$ cat src/rtl/fetch_unit.sv
// Instruction-fetch / program-counter datapath: holds PC, fetches over IMEM_REQ/IMEM_ACK into INSTR.
// Optional acknowledge timeout (halt-opcode substitution + sticky FAULT) under `define FETCH_TIMEOUT_EN.
module fetch_unit #(
    parameter int ADDR_W      = 16,
    parameter int DATA_W      = 32,
    parameter int TIMEOUT_CYC = 15
) (
    input  logic                               CLK,
    input  logic                               RST,
    input  logic                               PC_RST,
    input  logic                               PC_WRITE,
    input  logic                               PC_SEL,
    input  logic                               BR_SEL,
    input  logic                               FETCH,
    output logic                               IMEM_REQ,
    output logic [ADDR_W-1:0]                  IMEM_ADDR,
    input  logic [DATA_W-1:0]                  IMEM_RDATA,
    input  logic                               IMEM_ACK,
    output logic [DATA_W-1:0]                  INSTR,
    output logic [3:0]                         OPCODE,
    output logic [3:0]                         MM,
    output logic [ADDR_W-1:0]                  PC,
    output logic                               INSTR_VALID,
    output logic                               BUSY,
    output logic                               FAULT,
    output logic                               DBG_STATE,
    output logic [$clog2(TIMEOUT_CYC+1)-1:0]   DBG_TIMER
);

    localparam int CNT_W = $clog2(TIMEOUT_CYC + 1);
    localparam logic [DATA_W-1:0] HALT_INSTR = {4'hF, {(DATA_W-4){1'b0}}};

    typedef enum logic {S_IDLE = 1'b0, S_WAIT = 1'b1} state_t;

    state_t            state_q, state_d;
    logic [ADDR_W-1:0] pc_q, pc_d;
    logic [ADDR_W-1:0] addr_q, addr_d;
    logic [DATA_W-1:0] instr_q, instr_d;
    logic              req_q, req_d;
    logic              valid_q, valid_d;
    logic              timeout_hit;
    logic [ADDR_W-1:0] br_field;

    // Branch targets come only from the latched instruction, never from IMEM_RDATA.
    assign br_field = instr_q[ADDR_W-1:0];

    always_comb begin
        pc_d = pc_q;
        if (PC_RST) begin
            pc_d = '0;
        end else if (PC_WRITE) begin
            if (!PC_SEL)     pc_d = pc_q + ADDR_W'(1);
            else if (BR_SEL) pc_d = br_field;
            else             pc_d = pc_q + br_field;  // two's-complement add == signed offset mod 2^ADDR_W
        end
    end

    // Handshake: IMEM_REQ rises with IMEM_ADDR on FETCH, both held stable until an edge
    // samples IMEM_ACK=1 (IMEM_RDATA valid with it); IMEM_ACK is ignored while no request is open.
    always_comb begin
        state_d = state_q;
        req_d   = req_q;
        addr_d  = addr_q;
        instr_d = instr_q;
        valid_d = 1'b0;
        unique case (state_q)
            S_IDLE: begin
                if (FETCH) begin
                    state_d = S_WAIT;
                    req_d   = 1'b1;
                    addr_d  = pc_q;
                end
            end
            S_WAIT: begin
                if (IMEM_ACK) begin
                    state_d = S_IDLE;
                    req_d   = 1'b0;
                    instr_d = IMEM_RDATA;
                    valid_d = 1'b1;
                end else if (timeout_hit) begin
                    state_d = S_IDLE;
                    req_d   = 1'b0;
                    instr_d = HALT_INSTR;
                    valid_d = 1'b1;
                end
            end
            default: state_d = S_IDLE;
        endcase
    end

    always_ff @(posedge CLK) begin
        if (RST) begin
            state_q <= S_IDLE;
            pc_q    <= '0;
            addr_q  <= '0;
            instr_q <= '0;
            req_q   <= 1'b0;
            valid_q <= 1'b0;
        end else begin
            state_q <= state_d;
            pc_q    <= pc_d;
            addr_q  <= addr_d;
            instr_q <= instr_d;
            req_q   <= req_d;
            valid_q <= valid_d;
        end
    end

`ifdef FETCH_TIMEOUT_EN
    logic [CNT_W-1:0] cnt_q, cnt_d;
    logic             fault_q, fault_d;
    logic             in_wait_no_ack;

    // Counts WAIT edges without ACK; the edge after TIMEOUT_CYC such edges times out.
    assign in_wait_no_ack = (state_q == S_WAIT) && !IMEM_ACK;
    assign timeout_hit    = (cnt_q == CNT_W'(TIMEOUT_CYC));

    always_comb begin
        cnt_d   = '0;
        fault_d = fault_q;
        if (in_wait_no_ack) begin
            if (timeout_hit) fault_d = 1'b1;
            else             cnt_d   = cnt_q + CNT_W'(1);
        end
    end

    always_ff @(posedge CLK) begin
        if (RST) begin
            cnt_q   <= '0;
            fault_q <= 1'b0;
        end else begin
            cnt_q   <= cnt_d;
            fault_q <= fault_d;
        end
    end

    assign FAULT     = fault_q;
    assign DBG_TIMER = cnt_q;
`else
    assign timeout_hit = 1'b0;
    assign FAULT       = 1'b0;
    assign DBG_TIMER   = '0;
`endif

    assign IMEM_REQ    = req_q;
    assign IMEM_ADDR   = addr_q;
    assign INSTR       = instr_q;
    assign OPCODE      = instr_q[DATA_W-1 -: 4];
    assign MM          = instr_q[DATA_W-5 -: 4];
    assign PC          = pc_q;
    assign INSTR_VALID = valid_q;
    assign BUSY        = (state_q == S_WAIT);
    assign DBG_STATE   = state_q;

endmodule

$ cat config.mk
export PLATFORM = sky130hd
export DESIGN_NAME = fetch_unit
export DESIGN_NICKNAME = d
export VERILOG_FILES = /design/src/rtl/fetch_unit.sv
export SDC_FILE = /design/constraint.sdc
export NUM_CORES = 1
export LEC_CHECK = 0
export BUFFER_PORTS_ARGS = -buffer_cell sky130_fd_sc_hd__buf_2
export CORE_MARGIN = 1
export CORE_UTILIZATION = 46
export DETAILED_ROUTE_END_ITERATION = 8
export PLACE_DENSITY = 0.77
export SLEW_MARGIN = 20
export SYNTH_ARGS = -nofsm -noshare
export SYNTH_HDL_FRONTEND = slang
export SYNTH_SLANG_ARGS = --single-unit
$ cat constraint.sdc
create_clock -name CLK -period 2.9 [get_ports CLK]
set_clock_uncertainty 0.2 [all_clocks]
set_input_delay 0.725 -clock CLK [delete_from_list [all_inputs] [get_ports CLK]]
set_output_delay 0.725 -clock CLK [all_outputs]
set_load 0.005 [all_outputs]
==> After elaboration in Yosys (flattened, before gate mapping) <==
Index checks and enable logic that the tools add are counted.
{ "op_classes": {"n_addsub": 2, "n_mul": 0, "n_div": 0, "n_lt_le_gt_ge": 0, "eq_ne": 2, "n_shift": 0, "muxes": 9, "bitwise": 1, "n_reduce_logical": 5} }
{ "ops": {"columns": ["op", "count"], "rows": [
  ["2-to-1 mux 16 bit", 2],
  ["adder 16 x 1 -> 16 bit (second input constant)", 1],
  ["adder 16 bit", 1],
  ["AND reduction 2 bit", 3],
  ["2-to-1 mux 1 bit", 5],
  ["!= test 2 bit (second input constant)", 2],
  ["one-hot mux 1 bit (2 select lines)", 2],
  ["OR reduction 2 bit", 2],
  ["inverter 1 bit", 1]
]} }
{ "word_totals": {"reg_bits": 67, "latchBits": 0, "mem_bits_rw": 0, "romBits": 0, "inputBits": 40, "output_inout_bits": 81, "wordCells": 25, "mem_count": 0} }

==> Longest topological paths before layout <==
{ "logic_depth": {"word_depth": 3, "ltp_mapped": 8, "mapped_depth_nobuf": 8} }

==> Worst setup path after synthesis <==
OpenSTA, ideal clock, no wires.
{ "synth_timing": {"path_kind": "register to register", "from": "reg pc_q[0], in the netlist PC[0]", "to": "reg pc_q[12], in the netlist PC[12]", "setup_time_ps": 119, "arrival_ps": 2439, "required_time_ps": 2581, "slack_ps": 142, "stages_incl_launch_ff": 9, "n_path_buf": 0, "period_less_slack_ps": 2758, "cell_sequence": "dfxtp_1 > ha_1 > fa_1 > a21o_1 > a311oi_2 > nor4_1 > or4_1 > and3_1 > o221a_1"} }
{ "synth_between": {"elab_chain_len": 3, "word_cells_on_any_way": 4, "classes_between": "2 x add/sub; 2 x mux"} }
{ "synth_rtl": {"columns": ["element", "line", "text"], "rows": [
  ["from (decl)", "36", "logic [ADDR_W-1:0] pc_q, pc_d;"],
  ["from (signal assigned)", "101", "pc_q <= pc_d;"],
  ["adder 16 bit", "54", "else pc_d = pc_q + br_field;"],
  ["2-to-1 mux 16 bit", "53", "else if (BR_SEL) pc_d = br_field;"],
  ["2-to-1 mux 16 bit *", "52", "if (!PC_SEL) pc_d = pc_q + ADDR_W'(1);"]
]} }
Mark *: on every way between the ends. The rest lies on a longest branch, timed or not.
A chain may end at the register's enable or synchronous reset.

==> Worst setup path after layout <==
{ "layout_timing": {"from": "reg instr_q[0], in the netlist INSTR[0]", "to": "reg pc_q[12], in the netlist PC[12]"} }
{ "layout_between": {"elab_chain_len": 3} }
{ "layout_rtl": {"columns": ["element", "line", "text"], "rows": [
  ["from (decl)", "38", "logic [DATA_W-1:0] instr_q, instr_d;"],
  ["from (signal assigned)", "103", "instr_q <= instr_d;"],
  ["adder 16 bit", "54", null],
  ["2-to-1 mux 16 bit", "53", null],
  ["2-to-1 mux 16 bit", "52", null]
]} }
Every way passes these cells.

==> results_dict.tcl <==
set metrics [dict create \
    run_status "complete, no violations" \
    tightest_slew_ns 0.669 \
    syn_avg_cell_area_um2 8.38 \
    post_drt_wl_per_cell_um 15.9 \
    overflow 0 \
    ctsHoldBuffers 0 \
    cp_max_fo 3 \
    critical-path-top-delay-family "simple AND/OR/NAND/NOR gates" \
    syn_inst 427 \
    via_per_inst 5.79 \
    post-route-period-util 0.955 \
    end_kind "flip-flop" \
    cts_buffer_depth 2 \
    grt_max_degree 34 \
    wl_um 10300 \
    place.gp.congestion 0.931 \
    area_delta_synth_final_pct 25.6 \
    boundaryPins 121 \
    p_leak_nw 2.17 \
    hold_class "flip-flop to flip-flop" \
    crit_chain "ha_1 > fa_2 > a21o_1 > a311oi_2 > nor4_1 > or4_1 > and3_1 > o221a_1" \
    finalSetupViolations 0 \
    synth_area_um2 3580 \
    ant_nets 0 \
    drv_slew 0 \
    final_nets 600 \
    pre_cts_slack_ns 0.0852 \
    yosysSeqAreaShare 0.375 \
    cp.depth 8 \
    ys_ff_latch 67 \
    drt_iter0_drc 219 \
    synth_edf_count 0 \
    rsz0062_at_grt "no" \
    synth_top_flop_cell "dfxtp_1" \
    cts_root_buf "clkbuf_8" \
    cts_max_level 3 \
    slew_headroom 0.554 \
    diodes 0 \
    critPathMaxStageDelay_ns 0.49 \
    core_um2 7370 \
    start_kind "flip-flop" \
    grtUsageTotal 0.249 \
    n_fill_cell 676 \
    worst_r2r_path_depth 8 \
    drive_above_1_share 0.305 \
    numCtsBuffers 9 \
    clk_pin_slew_ns 0.08 \
    finalSetupTns_ns 0 \
    p_per_area_nw_per_um2 449 \
    max_freq_ghz 0.361 \
    rows 31 \
    initial_utilization 0.486 \
    vias 3746 \
    fin_crit_ns 2.77 \
    dp_hpwl_um 7650 \
    die_y_um 90.2 \
    antenna_found_initial 0 \
    hold_viol_final 0 \
    grt_pass1_wl_um 16500 \
    hold_depth 2 \
    maxCapViolCount 0 \
    path_buf_inv 0 \
    drc_errors 0 \
    crit_type "flip-flop to flip-flop" \
    port_buffers 115 \
    cts_tree "built" \
    setup_slack_ns 0.132 \
    grt_pass1_vias 3383 \
    cts.sinks 67 \
    arrival_ns 2.80 \
    cp_data_required_time_ns 2.93 \
    dr.pass1.iters 5 \
    ys_warn_count 0 \
    synth_cell_types 53 \
    fp.dieArea_um2 8140 \
    die_w_um 90.2 \
    vdd_drop_max_v 0.000332 \
    cp_slowest_cell "or4_1" \
    clkLatencyLatePin_ns 0.34 \
    synth-async-reset-ratio 0 \
]
[flip-flops by register name, indices dropped and copies added, names as in the netlist]
signal       cells
INSTR           32
BUSY             1
PC              16
IMEM_ADDR       16
IMEM_REQ         1
INSTR_VALID      1
[worst paths after layout]
kind	slack (ns)	to	startpoint
min	0.25	IMEM_ADDR[9]$_SDFFE_PP0P_	IMEM_ADDR[9]$_SDFFE_PP0P_
min reg2reg	0.25	IMEM_ADDR[9]$_SDFFE_PP0P_	IMEM_ADDR[9]$_SDFFE_PP0P_
max reg2reg	0.13	PC[12]$_SDFFE_PP0P_	INSTR[0]$_SDFFE_PP0P_
max	0.13	PC[12]$_SDFFE_PP0P_	INSTR[0]$_SDFFE_PP0P_
[cells in the mapped netlist, drive strengths merged, types with 4 or more instances]
| library cell | number | area (um2) |
|---|---|---|
| o21ai | 26 | 130 |
| nor2 | 29 | 109 |
| a31oi | 10 | 62.6 |
| nor2b | 6 | 37.5 |
| o211ai | 8 | 60.1 |
| inv | 4 | 15.0 |
| mux2i | 5 | 50.1 |
| nor3 | 7 | 40.0 |
| o21a | 7 | 52.6 |
| buf | 15 | 109 |
| xor2 | 4 | 35.0 |
| clkbuf | 24 | 90.1 |
| nand3 | 14 | 70.1 |
| a22o | 32 | 280 |
| a21o | 8 | 60.1 |
| a21oi | 36 | 180 |
| dfxtp | 67 | 1340 |
| nand4 | 4 | 25.0 |
| and3 | 5 | 31.3 |
| nand2 | 51 | 191 |
| a211oi | 8 | 60.1 |
| ha | 16 | 200 |
[layout by cell type (no fill, tap or decap), types with 3 or more instances in the layout]
master,Yosys,final
buf_2,0,115
dfxtp_1,67,67
nand2_1,51,51
a21oi_1,36,35
a22o_1,32,32
nor2_1,29,28
buf_4,14,25
o21ai_0,21,21
ha_1,16,16
nand3_1,14,14
a31oi_1,10,10
clkbuf_8,0,9
a21o_1,8,8
a211oi_1,8,8
o211ai_1,8,8
o21a_1,7,7
nor3_1,6,6
nor2b_1,6,6
and3_1,5,5
o21ai_1,5,5
mux2i_1,5,5
conb_1,1,5
nand4_1,4,4
xor2_1,4,4
inv_1,3,3
nor4_1,3,3
o31ai_1,3,3
or3_1,3,3
xnor2_1,3,3
o211a_1,3,3
[layout make-up]
cell class | instances | area, um2 | share of cell area
multi-input cells | 321 | 2050 | 0.457
flip-flops and latches | 67 | 1340 | 0.298
repair buffers | 140 | 763 | 0.170
clock buffers | 9 | 124 | 0.0275
well taps | 99 | 124 | 0.0275
clock inverters | 7 | 76.3 | 0.0170
inverters | 4 | 15.0 | 0.00334
[worst reg2reg max path, cell delays in order (launching register included)]
cell and delay (ns):
dfxtp_1 0.32, ha_1 0.24, fa_2 0.37, a21o_1 0.23
a311oi_2 0.30, nor4_1 0.13, or4_1 0.49, and3_1 0.18
o221a_1 0.21
[metal layers]
layer	vias up	track usage	routed length, um
met5	-	0	0
met4	0	0.0726	138
met3	16	0.0440	705
met2	170	0.414	5010
met1	1760	0.330	4450
li1	1800	-	-
[power breakdown]
group	internal, W	total [W]	switching [W]	leakage (nW)
registers	0.000949	0.000974	0.0000256	0.544
clock network	0.000403	0.000788	0.000385	0.0962
logic	0.000113	0.000259	0.000146	1.52
total	0.00146	0.00202	0.000557	2.17
[kinds of logic after synthesis]
| group | count (synthesis) | synth area share |
|---|---|---|
| adder cells (fa/ha/maj) | 17 | 0.0615 |
| AND/OR/NAND/NOR | 132 | 0.171 |
| other | 1 | 0.00105 |
| buffers and inverters | 43 | 0.0598 |
| multiplexers | 5 | 0.0140 |
| AO/OA/AOI/OAI | 155 | 0.301 |
| XOR/XNOR | 7 | 0.0171 |
| flip-flops | 67 | 0.375 |
[repair_timing]
| item | CTS | global route |
|---|---|---|
| setup endpoints to repair | 0 | 2 |
| buffers inserted | 0 | 0 |
| gates resized for setup | 0 | 2 |
[metrics by stage]
stage / utilization / total power [W] / instances / area [um2] / hold slack [ns]
finish: 0.610 / 0.00202 / 647 / 4500 / 0.254
floorplan: - / 0.00115 / 431 / 3590 / 0.253
CTS: 0.609 / 0.00204 / 647 / 4490 / 0.255
detailed placement: 0.582 / 0.00125 / 631 / 4290 / 0.244
global route: 0.610 / 0.00211 / 647 / 4500 / 0.275
global placement: 0.582 / 0.00124 / 631 / 4290 / 0.240
Note: power is estimated with default switching activity, not from simulation.
